## src/rtl/fetch_stage.sv

```systemverilog
// Instruction-fetch stage: PC, variable-latency imem req/ack port, one-entry skid
// buffer and the IF/ID register with stall / flush / redirect handling.
module fetch_stage #(
    parameter int unsigned      WIDTH    = 22,
    parameter logic [WIDTH-1:0] RESET_PC = '0,
    parameter int unsigned      PC_STEP  = 4
) (
    input  logic             clk,
    input  logic             rst,
    input  logic             stall_d,
    input  logic             flush_d,
    input  logic             pc_src_w,
    input  logic [WIDTH-1:0] branch_target_in,
    output logic             imem_req,
    output logic [WIDTH-1:0] imem_addr,
    input  logic             imem_ack,
    input  logic [WIDTH-1:0] imem_rdata,
    output logic [WIDTH-1:0] instruction_decode_out,
    output logic [WIDTH-1:0] pc_plus_8_out,
    output logic             valid_decode_out,
    output logic             fetch_busy,
    output logic [1:0]       state_dbg_o
);

    typedef enum logic [1:0] {
        S_FETCH   = 2'd0,
        S_HOLD    = 2'd1,
        S_DISCARD = 2'd2
    } state_e;

    localparam logic [WIDTH-1:0] STEP_1 = WIDTH'(PC_STEP);
    localparam logic [WIDTH-1:0] STEP_2 = WIDTH'(2 * PC_STEP);

    state_e           state_q, state_d;
    logic [WIDTH-1:0] pc_q, pc_d;
    logic [WIDTH-1:0] disc_addr_q, disc_addr_d;
    logic [WIDTH-1:0] skid_q, skid_d;
    logic [WIDTH-1:0] instr_q, instr_d;
    logic [WIDTH-1:0] pc8_q, pc8_d;
    logic             valid_q, valid_d;
    logic             bubble;
    logic             ack_v;

    // imem handshake: imem_req stays high with imem_addr stable until the cycle
    // imem_ack is seen; that cycle completes the request. imem_ack while imem_req
    // is low carries no meaning and is ignored.
    assign imem_req   = !rst && (state_q != S_HOLD);
    assign imem_addr  = (state_q == S_DISCARD) ? disc_addr_q : pc_q;
    assign ack_v      = imem_req && imem_ack;
    assign fetch_busy = imem_req && !imem_ack;

    assign instruction_decode_out = instr_q;
    assign pc_plus_8_out          = pc8_q;
    assign valid_decode_out       = valid_q;
    assign state_dbg_o            = state_q;

    always_ff @(posedge clk or posedge rst) begin
        if (rst) begin
            state_q     <= S_FETCH;
            pc_q        <= RESET_PC;
            disc_addr_q <= '0;
            skid_q      <= '0;
            instr_q     <= '0;
            pc8_q       <= '0;
            valid_q     <= 1'b0;
        end else begin
            state_q     <= state_d;
            pc_q        <= pc_d;
            disc_addr_q <= disc_addr_d;
            skid_q      <= skid_d;
            instr_q     <= instr_d;
            pc8_q       <= pc8_d;
            valid_q     <= valid_d;
        end
    end

    always_comb begin
        state_d     = state_q;
        pc_d        = pc_q;
        disc_addr_d = disc_addr_q;
        skid_d      = skid_q;
        instr_d     = instr_q;
        pc8_d       = pc8_q;
        valid_d     = valid_q;
        bubble      = 1'b0;

        case (state_q)
            S_FETCH: begin
                if (pc_src_w) begin
                    pc_d   = branch_target_in;
                    bubble = 1'b1;
                    // The in-flight request must still be completed at its old address.
                    if (!ack_v) begin
                        state_d     = S_DISCARD;
                        disc_addr_d = pc_q;
                    end
                end else if (flush_d) begin
                    bubble = 1'b1;
                end else if (stall_d) begin
                    if (ack_v) begin
                        skid_d  = imem_rdata;
                        state_d = S_HOLD;
                    end
                end else if (ack_v) begin
                    instr_d = imem_rdata;
                    pc8_d   = pc_q + STEP_2;
                    valid_d = 1'b1;
                    pc_d    = pc_q + STEP_1;
                end else begin
                    bubble = 1'b1;
                end
            end

            S_HOLD: begin
                if (pc_src_w) begin
                    pc_d    = branch_target_in;
                    bubble  = 1'b1;
                    state_d = S_FETCH;
                end else if (flush_d) begin
                    bubble  = 1'b1;
                    state_d = S_FETCH;
                end else if (!stall_d) begin
                    instr_d = skid_q;
                    pc8_d   = pc_q + STEP_2;
                    valid_d = 1'b1;
                    pc_d    = pc_q + STEP_1;
                    state_d = S_FETCH;
                end
            end

            S_DISCARD: begin
                if (ack_v) begin
                    state_d = S_FETCH;
                end
                if (pc_src_w) begin
                    pc_d   = branch_target_in;
                    bubble = 1'b1;
                end else if (flush_d || !stall_d) begin
                    bubble = 1'b1;
                end
            end

            default: begin
                state_d = S_FETCH;
            end
        endcase

        if (bubble) begin
            instr_d = '0;
            pc8_d   = '0;
            valid_d = 1'b0;
        end
    end

endmodule

```

## config.mk

```make
export PLATFORM = sky130hd
export DESIGN_NAME = fetch_stage
export DESIGN_NICKNAME = d
export VERILOG_FILES = /design/src/rtl/fetch_stage.sv
export SDC_FILE = /design/constraint.sdc
export NUM_CORES = 1
export LEC_CHECK = 0
export ABC_AREA = 1
export BUFFER_PORTS_ARGS = -buffer_cell sky130_fd_sc_hd__buf_4
export CAP_MARGIN = 30
export CORE_MARGIN = 2
export CORE_UTILIZATION = 40
export CTS_CLUSTER_SIZE = 24
export DETAILED_ROUTE_END_ITERATION = 16
export GPL_TIMING_DRIVEN = 0
export HOLD_SLACK_MARGIN = 0.06
export PLACE_DENSITY = 0.6
export SYNTH_ARGS = -nofsm -noshare
export SYNTH_HDL_FRONTEND = slang
export SYNTH_SLANG_ARGS = --single-unit
```

## constraint.sdc

```tcl
create_clock -name clk -period 6.11 [get_ports clk]
set_clock_uncertainty 0.2 [all_clocks]
set_input_delay 1.833 -clock clk [delete_from_list [all_inputs] [get_ports clk]]
set_output_delay 1.833 -clock clk [all_outputs]
set_load 0.01 [all_outputs]
```

==> reports/summary.txt, run 1 <==
FLOORPLANNING
------------------------------------------------------------------------------
Number of core rows                                                         45
Die height                                                              129 µm
Overall die width                                                       129 µm
Die Outline Area                                                     16800 µm²
Starting density of the core                                             0.411
Placeable core region                                                15300 µm²
Number of top-level pins                                                   121

ROUTE
------------------------------------------------------------------------------
Count of nets left with antenna violations after detail routing              0
Drc violations                                                               0
First-pass DRT Iterations                                                    5
Total length of routed wires                                          17600 µm
Total number of vias                                                      5463
Initial DRC count                                                          393
Average vias per placed instance                                          5.07
Post-DR wirelength/cell                                                16.4 µm

SYNTH
------------------------------------------------------------------------------
Number of flip-flops and latches in the synthesized netlist                113
Most area-consuming cells after synthesis                         dfrtp_1 45%, nand2_1 11%, nand3_2 6.7%, o21ai_2 5.7%, o21ai_0 4.3%
Post-synth top area share                                                0.449
Post-synthesis average cell area                                      8.80 µm²
Synth Net Count                                                            771
Yosys warns                                                                  0
Gate count after technology mapping                                        715
Number of flops mapped to enable cells by yosys                              0
Yosys top cell by area                                                 dfrtp_1
Post-Synthesis Cell Area                                              6290 µm²
Primary flip-flop cell chosen by synthesis mapping                     dfrtp_1
Seq/Total Area, Yosys                                                    0.449
Post-synthesis async set-or-reset flop share                              1.00
Synth cell types                                                            37

CTS
------------------------------------------------------------------------------
Max H-tree Level                                                             4
CTS sink cnt                                                               113
Count of buffers added by post-CTS timing repair for setup                   0
Clock slew at reported path FFs                                          60 ps
Number of buffers added by the clock tree synthesis step                    17
Insertion delay of the later-clocked pin in the worst-skew pair         430 ps
Max Root-Sink Buffers                                                        2
Clock tree from TritonCTS                                                 done
Post_cts resized                                                             0
Clock Tree Root                                                      clkbuf_16
Post-CTS Hold Fix Bufs                                                       0

GRT
------------------------------------------------------------------------------
Antenna violations before repair                                             0
Met2 usage in global routing                                             0.364
Gr usage total                                                           0.220
Most congested layer reported by global routing                           met2
First-pass GRT wire length                                            28200 µm
Total gr overflow                                                            0
Via count of the first global-routing pass                                5373
Met3 global-route usage                                                 0.0458
Met1 track utilization from global routing                               0.291
Pin count of the biggest net entering global routing                        94

WORST SETUP PATH
------------------------------------------------------------------------------
Kind of critical path                                                  reg2out
Worst R2R Path Depth                                                        10
Worst-case register-to-register setup slack                            3790 ps
Data required time of the worst path                                   4080 ps
Startpoint class of the critical path                                     flop
Reg-to-reg critical path startpoint                               state_dbg_o[0]
Crit path from                                                    state_dbg_o[0]
Category of the worst setup path capture point                      output pin
Capture point of the worst reg-to-reg path                            pc_q[13]
Worst path arrival time                                                2390 ps
Biggest fanout along the worst timing path                                  10
Critical Path Sink                                                imem_addr[19]

LAYOUT
------------------------------------------------------------------------------
Area of combinational cells with multiple inputs                      3000 µm²
Final layout net count                                                     910
Number of inserted diodes                                                    0
Area growth, synth to finish                                             28.8%
Register cell area after layout                                       2830 µm²
Number of fill cells in the layout                                        1459
Ratio of cells with drive above 1 in the final layout                    0.338

STA
------------------------------------------------------------------------------
Final Cycle Share                                                        0.723
Final total negative setup slack                                          0 ps
Count of final max-slew check failures                                       0
Worst max-slew margin expressed relative to the limit                    0.587
Maximum achievable frequency                                           226 MHz
Setup repair after global routing missed its margin                      false
Final count of hold timing violations                                        0
Final Worst Setup Slack                                                1690 ps
Clock period minus worst slack                                         4420 ps
Setup-failing EPs final                                                      0
Worst-Margin Slew                                                       619 ps

PWR
------------------------------------------------------------------------------
Design Power                                                           3.58 mW
P_leak                                                                 3.81 nW
Worst supply voltage drop on vdd                                      0.215 mV
Cell area power density                                             441 nW/µm²

OUTCOME
------------------------------------------------------------------------------
Outcome                                                           finished clean

PLACEMENT
------------------------------------------------------------------------------
Post-place setup slack                                                 1770 ps
Quantity of I/O buffers inserted on ports                                  119
Placed wire-length estimate after detailed placement                  13000 µm
RD Place Congestion                                                      0.881

FLOW RUN
------------------------------------------------------------------------------
Number of maximum-capacitance violations                                     0

HOLD PATH
------------------------------------------------------------------------------
Type of the tightest min-delay check                                   reg2reg

[worst max-delay path, stage by stage, from the launching register on]
cell and delay [ps]:
dfrtp_1 450, inv_1 110, ha_1 180, buf_2 260, buf_1 520, nand2_1 110
o21ai_0 150, buf_4 190
[routing by layer]
layer,vias up,wire length [µm]
li1,2640,-
met1,2620,7890
met2,180,8560
met3,23,896
met4,0,293
met5,-,0
[power by group]
part	total, mW	leakage, nW	internal, mW	switching, mW
combinational	1.36	2.05	0.518	0.844
clock	1.05	0.294	0.689	0.364
sequential	1.16	1.47	0.973	0.189
total	3.58	3.81	2.18	1.40
[metrics by stage]
stage | cells | hold slack (ps) | util | cell area [µm²]
floorplan | 715 | 242 | - | 6290
global placement | 1045 | 253 | 0.487 | 7450
detailed placement | 1046 | 258 | 0.489 | 7480
CTS | 1078 | 272 | 0.530 | 8110
global route | 1078 | 284 | 0.530 | 8110
finish | 1078 | 269 | 0.530 | 8110
[flip-flops by register name, summed over array words and instances, names as in the netlist]
register and flops:
instruction_decode_out 22, pc_plus_8_out 22, disc_addr_q 22, state_dbg_o 2
valid_decode_out 1, skid_q 22, pc_q 22
[synth_stat cells (8+ instances only)]
library cell / n
buf_2: 11
o21ai_2: 41
dfrtp_1: 113
nor2_1: 44
inv_1: 39
buf_6: 14
o21ai_1: 17
nand3_1: 27
mux2i_1: 22
nand3_2: 42
clkbuf_1: 8
a21oi_1: 19
xor2_1: 19
nor2_2: 9
o21ai_0: 54
nand2_1: 190
[cells by family (layout without fill, tap and decap cells)]
group,after synthesis,in the layout,share of synthesized area
XOR/XNOR,21,21,0.0292
multiplexers,22,22,0.0350
flip-flops,113,113,0.449
adder cells (fa/ha/maj),6,6,0.0119
AO/OA/AOI/OAI,140,140,0.141
buffers and inverters,85,237,0.0743
AND/OR/NAND/NOR,328,328,0.259
[worst min path at each step]
stage,start,cells past startpoint,slack [ps],end
after floorplan,skid_q[0],2,240,skid_q[0]
after detailed placement,skid_q[6],2,260,skid_q[6]
after CTS,skid_q[9],2,270,skid_q[9]
after global placement,skid_q[7],2,250,skid_q[7]
final,skid_q[0],2,270,skid_q[0]
after global routing,skid_q[18],2,280,skid_q[18]
[layout make-up]
type / count / share of cell area
well taps: 211 / 0.0326
plain buffers: 40 / 0.0369
repair buffers: 120 / 0.114
clock buffers: 18 / 0.0541
inverters: 45 / 0.0214
clock inverters: 14 / 0.0230
flip-flops and latches: 113 / 0.349
multi-input cells: 517 / 0.370
[cells in the final DEF, fill, tap and decap left out, types with 19 or more instances in the layout]
cell type	netlist	routed
o21ai_0	54	54
o21ai_2	41	41
dfrtp_1	113	113
nand2_1	190	190
buf_4	2	121
nand3_1	27	27
nor2_1	44	44
mux2i_1	22	22
inv_1	39	38
nand3_2	42	42
xor2_1	19	19
a21oi_1	19	19
No activity file was read; power rests on OpenSTA's default activity.
==> run 2, diff against run 1 <==
--- a/config.mk
+++ b/config.mk
@@ -14,7 +14,7 @@
 export DETAILED_ROUTE_END_ITERATION = 16
 export GPL_TIMING_DRIVEN = 0
 export HOLD_SLACK_MARGIN = 0.06
-export PLACE_DENSITY = 0.6
+export PLACE_DENSITY = 0.62
 export SYNTH_ARGS = -nofsm -noshare
 export SYNTH_HDL_FRONTEND = slang
 export SYNTH_SLANG_ARGS = --single-unit
==> constraint.sdc (replaced) <==
create_clock -name clk -period 3.6 [get_ports clk]
set_clock_uncertainty 0.2 [all_clocks]
set_input_delay 1.08 -clock clk [delete_from_list [all_inputs] [get_ports clk]]
set_output_delay 1.08 -clock clk [all_outputs]
set_load 0.01 [all_outputs]
==> run 2 against run 1 <==
Net effect: flip-flop and latch count stayed put; utilization hardly changed; sequential share of layout area about the same; global-route usage decreased by 1.7 points; register-to-register slack worse by 2600 ps; via count fell by 3.8%.
==> reports/summary.txt, run 2 (synthesis gave the netlist of run 1 again) <==
WORST SETUP PATH
------------------------------------------------------------------------------
Cell family contributing the most delay on the critical path      buffers and inverters
Worst R2R Path Depth                                                         8   -2
Crit path from                                                    state_dbg_o[0]
Cells traversed along the worst timing path                       inv_1 -> ha_1 -> buf_2 -> clkbuf_2 -> o21ai_0 -> buf_4
Kind of critical path                                                  reg2out
Worst path max stage delay                                              460 ps   -60 ps
Slowest library cell on the worst path                                 dfrtp_1
Biggest fanout along the worst timing path                                  10   unchanged
Worst path arrival time                                                2260 ps   -130 ps
Cell count along the critical path                                           6   -1
Reg-to-reg critical path startpoint                               state_dbg_o[0]
Startpoint class of the critical path                                     flop
Critical Path Sink                                                imem_addr[19]
Worst-case register-to-register setup slack                            1240 ps   -2550 ps
Number of buffer and inverter stages on the critical path                    4   unchanged
Capture point of the worst reg-to-reg path                            pc_q[21]
Category of the worst setup path capture point                      output pin
Data required time of the worst path                                   2320 ps   -1760 ps

LAYOUT
------------------------------------------------------------------------------
Final layout net count                                                     912   +0.22%
Ratio of cells with drive above 1 in the final layout                    0.342   +0.00383
Most common library cell in the layout ignoring fill and taps          nand2_1
Final standard cell utilization of the core                              0.529   about the same
Final Instance Count excl. Fillers                                        1080   +0.19%
Number of inserted diodes                                                    0   unchanged
Most frequent cells in the layout                                 190 x nand2_1, 121 x buf_4, 113 x dfrtp_1
Area growth, synth to finish                                             28.7%   about the same

FLOORPLANNING
------------------------------------------------------------------------------
Number of core rows                                                         45   unchanged
Overall die width                                                       129 µm   unchanged
Number of top-level pins                                                   121   unchanged
Placeable core region                                                15300 µm²   unchanged
Die height                                                              129 µm   unchanged
Die Outline Area                                                     16800 µm²   unchanged
Starting density of the core                                             0.411   unchanged

GRT
------------------------------------------------------------------------------
Gr usage total                                                           0.203   -0.0174
Met1 track utilization from global routing                               0.281   -0.00960
Via count of the first global-routing pass                                5049   -6.0%
Pin count of the biggest net entering global routing                        39   -59%
Met3 global-route usage                                                 0.0491   +0.00330
Met2 usage in global routing                                             0.319   -0.0452
Antenna violations before repair                                             0   unchanged
First-pass GRT wire length                                            26000 µm   -7.7%
Total gr overflow                                                            0   unchanged
Most congested layer reported by global routing                           met2

STA
------------------------------------------------------------------------------
Setup repair after global routing missed its margin                      false
Final Cycle Share                                                        0.983
Worst max-slew margin expressed relative to the limit                    0.557   -0.0303
Final count of hold timing violations                                        0   unchanged
Count of final max-slew check failures                                       0   unchanged
Clock period minus worst slack                                         3540 ps
Final-layout worst hold slack                                           272 ps   +2.42 ps
Setup-failing EPs final                                                      0   unchanged
Worst-Margin Slew                                                       665 ps   +45.5 ps
Maximum achievable frequency                                           283 MHz
Final Worst Setup Slack                                                61.4 ps   -1630 ps
Final total negative setup slack                                          0 ps   unchanged

ROUTE
------------------------------------------------------------------------------
Count of nets left with antenna violations after detail routing              0   unchanged
Post-DR wirelength/cell                                                15.3 µm   -6.5%
Total number of vias                                                      5257   -3.8%
Average vias per placed instance                                          4.87   -3.9%
Initial DRC count                                                          365   -7.1%
Drc violations                                                               0   unchanged
Total length of routed wires                                          16500 µm   -6.4%
First-pass DRT Iterations                                                    5   unchanged

PWR
------------------------------------------------------------------------------
Worst supply voltage drop on vdd                                      0.393 mV   +83%
Cell area power density                                             729 nW/µm²   +65%
P_leak                                                                 3.81 nW   about the same

CTS
------------------------------------------------------------------------------
Max Root-Sink Buffers                                                        2   unchanged
Post-CTS Hold Fix Bufs                                                       0   unchanged
Insertion delay of the later-clocked pin in the worst-skew pair         420 ps   about the same
Clock slew at reported path FFs                                          60 ps   about the same
CTS sink cnt                                                               113   unchanged
Max H-tree Level                                                             4   unchanged
Clock Tree Root                                                      clkbuf_16
Clock tree from TritonCTS                                                 done
Number of buffers added by the clock tree synthesis step                    17   unchanged

PLACEMENT
------------------------------------------------------------------------------
Cells after DPL                                                           1048   +0.19%
RD Place Congestion                                                      0.903   +2.5%
Quantity of I/O buffers inserted on ports                                  119   unchanged
Post-place setup slack                                                  350 ps   -1420 ps
Placed wire-length estimate after detailed placement                  12300 µm   -5.5%

HOLD PATH
------------------------------------------------------------------------------
Type of the tightest min-delay check                                   reg2reg

OUTCOME
------------------------------------------------------------------------------
Outcome                                                           finished clean

FLOW RUN
------------------------------------------------------------------------------
Number of maximum-capacitance violations                                     0   unchanged

run 2: cell count changes in the layout (fill, tap and decap cells not counted):
cell,before,now
buf_12,0,3
bufinv_16,4,2
clkinv_2,4,2
clkinv_4,0,2
inv_6,2,4
buf_1,3,2
buf_16,1,0
buf_2,11,12
clkbuf_1,8,7
clkbuf_2,0,1
clkbuf_8,1,0
clkinvlp_4,5,6
run 2: power by group:
group	switching, mW	internal [mW]	total, mW	leakage (nW)
Sequential	0.298	1.65	1.95	1.47
Clock	0.653	1.02	1.68	0.273
Combinational	1.40	0.885	2.28	2.07
run 2: what timing repair did:
action | 4_1_cts | 5_1_grt
buffers inserted | 0 | 0
setup endpoints to repair | 7 | 0
gates resized for setup | 2 | 0
run 2: worst register-to-register path: cells and delay by family, from the launching register on:
family,cells,cell delay (ps)
buffers and inverters,4,1010
DFF,1,450
AOI/OAI and AO/OA,2,330
adders and majority gates,1,170
and+or+nand+nor,1,120
run 2: final cells by class:
type / instances / area [µm²]
Fill cell: 1492 / 7210
Buffer: 40 / 302
Clock inverter: 15 / 160
Clock buffer: 17 / 425
Timing Repair Buffer: 122 / 953
Inverter: 45 / 173
Multi-Input combinational cell: 517 / 3000
Sequential cell: 113 / 2830
Tap cell: 211 / 264
run 2: stage by stage:
step                      power [mW]  area, µm²
final                           5.91       8100
after global routing            6.30       8100
after CTS                       5.95       8100
after detailed placement        4.25       7520
after global placement          4.22       7460
after floorplan                 3.39       6300
run 2: metal layers:
layer / routed length (µm) / up-vias
li1: - / 2638
met1: 7950 / 2463
met2: 7570 / 138
met3: 805 / 18
met4: 193 / 0
met5: 0 / -
run 2: worst min-delay path by stage:
stage	to	startpoint	slack, ps	depth (start not counted)
after global routing	skid_q[18]	skid_q[18]	290	2
after global placement	skid_q[15]	skid_q[15]	250	2
after detailed placement	skid_q[5]	skid_q[5]	260	2
after floorplan	skid_q[0]	skid_q[0]	240	2
final	skid_q[11]	skid_q[11]	270	2
after CTS	skid_q[9]	skid_q[9]	270	2
==> run 3, diff against run 2 <==
--- a/config.mk
+++ b/config.mk
@@ -6,15 +6,16 @@
 export NUM_CORES = 1
 export LEC_CHECK = 0
 export ABC_AREA = 1
+export ABC_CLOCK_PERIOD_IN_PS = 3600
 export BUFFER_PORTS_ARGS = -buffer_cell sky130_fd_sc_hd__buf_4
 export CAP_MARGIN = 30
 export CORE_MARGIN = 2
-export CORE_UTILIZATION = 40
+export CORE_UTILIZATION = 32
 export CTS_CLUSTER_SIZE = 24
 export DETAILED_ROUTE_END_ITERATION = 16
 export GPL_TIMING_DRIVEN = 0
 export HOLD_SLACK_MARGIN = 0.06
-export PLACE_DENSITY = 0.62
+export PLACE_DENSITY = 0.52
 export SYNTH_ARGS = -nofsm -noshare
 export SYNTH_HDL_FRONTEND = slang
 export SYNTH_SLANG_ARGS = --single-unit
==> run 3 against run 2 <==
Net effect: register-to-register slack about the same; setup slack better by 150 ps; combinational power increased by 2%; total power increased by 1.6%; clock power is essentially flat; critical path depth up 1; hold slack lost 4.9 ps; fmax is 4.5% higher; sequential share of layout area shrank 0.34 points; die area rose by 24%; non-clock buffer count did not move; sequential power is essentially flat; critical path type unchanged.
==> reports/summary.txt, run 3 (synthesis gave the netlist of run 1 again) <==
FLOORPLANNING
------------------------------------------------------------------------------
Overall die width                                                       144 µm   +11%
Placeable core region                                                19400 µm²   +27%
Starting density of the core                                             0.324   -0.0865
Number of top-level pins                                                   121   unchanged
Die Outline Area                                                     20800 µm²   +24%
Number of core rows                                                         51   +13%
Die height                                                              144 µm   +11%

ROUTE
------------------------------------------------------------------------------
First-pass DRT Iterations                                                    6   +1
Total length of routed wires                                          17900 µm   +8.3%
Average vias per placed instance                                          4.64   -4.7%
Drc violations                                                               0   unchanged
Count of nets left with antenna violations after detail routing              0   unchanged
Initial DRC count                                                          266   -27%
Total number of vias                                                      5262   +0.095%
Post-DR wirelength/cell                                                15.8 µm   +3.1%

CTS
------------------------------------------------------------------------------
Clock slew at reported path FFs                                          60 ps   about the same
Max H-tree Level                                                             4   unchanged
Post-CTS Hold Fix Bufs                                                       0   unchanged
Insertion delay of the later-clocked pin in the worst-skew pair         410 ps   about the same
Clock Tree Root                                                      clkbuf_16
Clock tree from TritonCTS                                                 done
Number of buffers added by the clock tree synthesis step                    17   unchanged
CTS sink cnt                                                               113   unchanged
Count of buffers added by post-CTS timing repair for setup                   0   unchanged
Max Root-Sink Buffers                                                        2   unchanged

LAYOUT
------------------------------------------------------------------------------
Final standard cell utilization of the core                              0.422   -0.107
Ratio of cells with drive above 1 in the final layout                    0.342   unchanged
Number of inserted diodes                                                    0   unchanged
Number of fill cells in the layout                                        1993   +34%
Area growth, synth to finish                                             30.0%
Final layout net count                                                     912   unchanged
Most common library cell in the layout ignoring fill and taps          nand2_1
Most frequent cells in the layout                                 190 x nand2_1, 121 x buf_4, 113 x dfrtp_1

GRT
------------------------------------------------------------------------------
Antenna violations before repair                                             0   unchanged
Total gr overflow                                                            0   unchanged
Via count of the first global-routing pass                                5184   +2.7%
First-pass GRT wire length                                            28400 µm   +9.2%
Gr usage total                                                           0.181   -0.0218
Pin count of the biggest net entering global routing                        39   unchanged

WORST SETUP PATH
------------------------------------------------------------------------------
Category of the worst setup path capture point                      output pin
Biggest fanout along the worst timing path                                  10   unchanged
Startpoint class of the critical path                                     flop
Worst path arrival time                                                2100 ps   -160 ps
Data required time of the worst path                                   2320 ps   about the same
Kind of critical path                                                  reg2out

PWR
------------------------------------------------------------------------------
Fraction of power consumed by combinational cells                        0.388   +0.002
Power dissipated by switching net loads                                2.37 mW   +1.2%
Clock power share                                                        0.285   about the same
Design Power                                                           6.00 mW   +1.6%
P_leak                                                                 3.82 nW   +0.45%
Worst supply voltage drop on vdd                                      0.416 mV   +5.9%
Cell area power density                                             733 nW/µm²   +0.62%
Net Sw Frac                                                              0.396   -0.00173
Reg power frac                                                           0.326   -0.004
Cell internal pwr                                                      3.63 mW   +1.9%

PLACEMENT
------------------------------------------------------------------------------
RD Place Congestion                                                      0.861   -4.6%
Post-place setup slack                                                  447 ps   +96.8 ps
Placed wire-length estimate after detailed placement                  13400 µm   +8.8%
Quantity of I/O buffers inserted on ports                                  119   unchanged

STA
------------------------------------------------------------------------------
Worst-Margin Slew                                                       676 ps   +11.0 ps
Maximum achievable frequency                                           295 MHz   +4.5%
Final Cycle Share                                                        0.940   -0.0427
Final Worst Setup Slack                                                 215 ps   +154 ps
Final count of hold timing violations                                        0   unchanged
Clock period minus worst slack                                         3380 ps   -154 ps
Count of final max-slew check failures                                       0   unchanged
Setup-failing EPs final                                                      0   unchanged
Setup repair after global routing missed its margin                      false
Final-layout worst hold slack                                           267 ps   -4.93 ps
Worst max-slew margin expressed relative to the limit                    0.550   -0.00732

OUTCOME
------------------------------------------------------------------------------
Outcome                                                           finished clean

FLOW RUN
------------------------------------------------------------------------------
Number of maximum-capacitance violations                                     0   unchanged

HOLD PATH
------------------------------------------------------------------------------
Type of the tightest min-delay check                                   reg2reg

run 3: changes by cell type in the layout (fill, tap and decap cells not counted), sizes merged:
cell and change:
buf -1, bufinv +1, clkbuf +3, clkinv +2, clkinvlp -2, inv -3
run 3: routing by layer:
| layer | vias up | wire, µm | GRT usage |
|---|---|---|---|
| met4 | 0 | 162 | 0.0475 |
| met5 | - | 0 | 0 |
| li1 | 2634 | - | - |
| met3 | 13 | 745 | 0.0414 |
| met2 | 126 | 8500 | 0.295 |
| met1 | 2489 | 8480 | 0.244 |
run 3: timing repair:
action                     CTS  global route
gates resized for setup      2             4
setup endpoints to repair    1            13
cloned                       0             0
run 3: final cells by class:
class	count	area [µm²]	share of cell area
Inverter	45	173	0.0211
Timing Repair Buffer	122	953	0.116
Clock buffer	19	433	0.0529
Clock inverter	13	163	0.0199
Buffer	40	304	0.0372
Sequential cell	113	2830	0.346
Tap cell	265	332	0.0405
Multi-Input combinational cell	517	3000	0.366
run 3: critical path: stages (launching register included):
cell and delay [ps]:
dfrtp_1 450, inv_1 110, ha_1 160, buf_2 250
buf_2 280, nand2_1 80, o21ai_1 180, buf_4 180
run 3: final timing paths:
check	start	endpoint	slack, ps	cells past startpoint
min in group asynchronous	rst	instruction_decode_out[19]	490	2
setup reg to reg	state_dbg_o[0]	pc_q[21]	1230	8
hold reg to reg	skid_q[8]	skid_q[8]	270	2
max in group asynchronous	rst	pc_q[18]	1990	4
hold / removal	skid_q[8]	skid_q[8]	270	2
setup / recovery	state_dbg_o[0]	imem_addr[19]	220	7
run 3: metrics by stage:
| step | TNS (ps) | cell area [µm²] | std cells |
|---|---|---|---|
| 3_3_place_gp | -5870 | 7520 | 1099 |
| 3_5_place_dp | 0 | 7580 | 1102 |
| 5_1_grt | 0 | 8180 | 1134 |
| 6_report | 0 | 8180 | 1134 |
| 4_1_cts | 0 | 8180 | 1134 |
| 2_1_floorplan | 0 | 6300 | 715 |
run 3: power groups by stage:
stage | combinational (mW) | sequential [mW] | clock [mW]
after CTS | 2.36 | 1.95 | 1.75
final | 2.33 | 1.96 | 1.71
after detailed placement | 2.35 | 1.97 | 0
after global placement | 2.33 | 1.96 | 0
after floorplan | 1.48 | 1.91 | 0
after global routing | 2.62 | 2.01 | 1.80
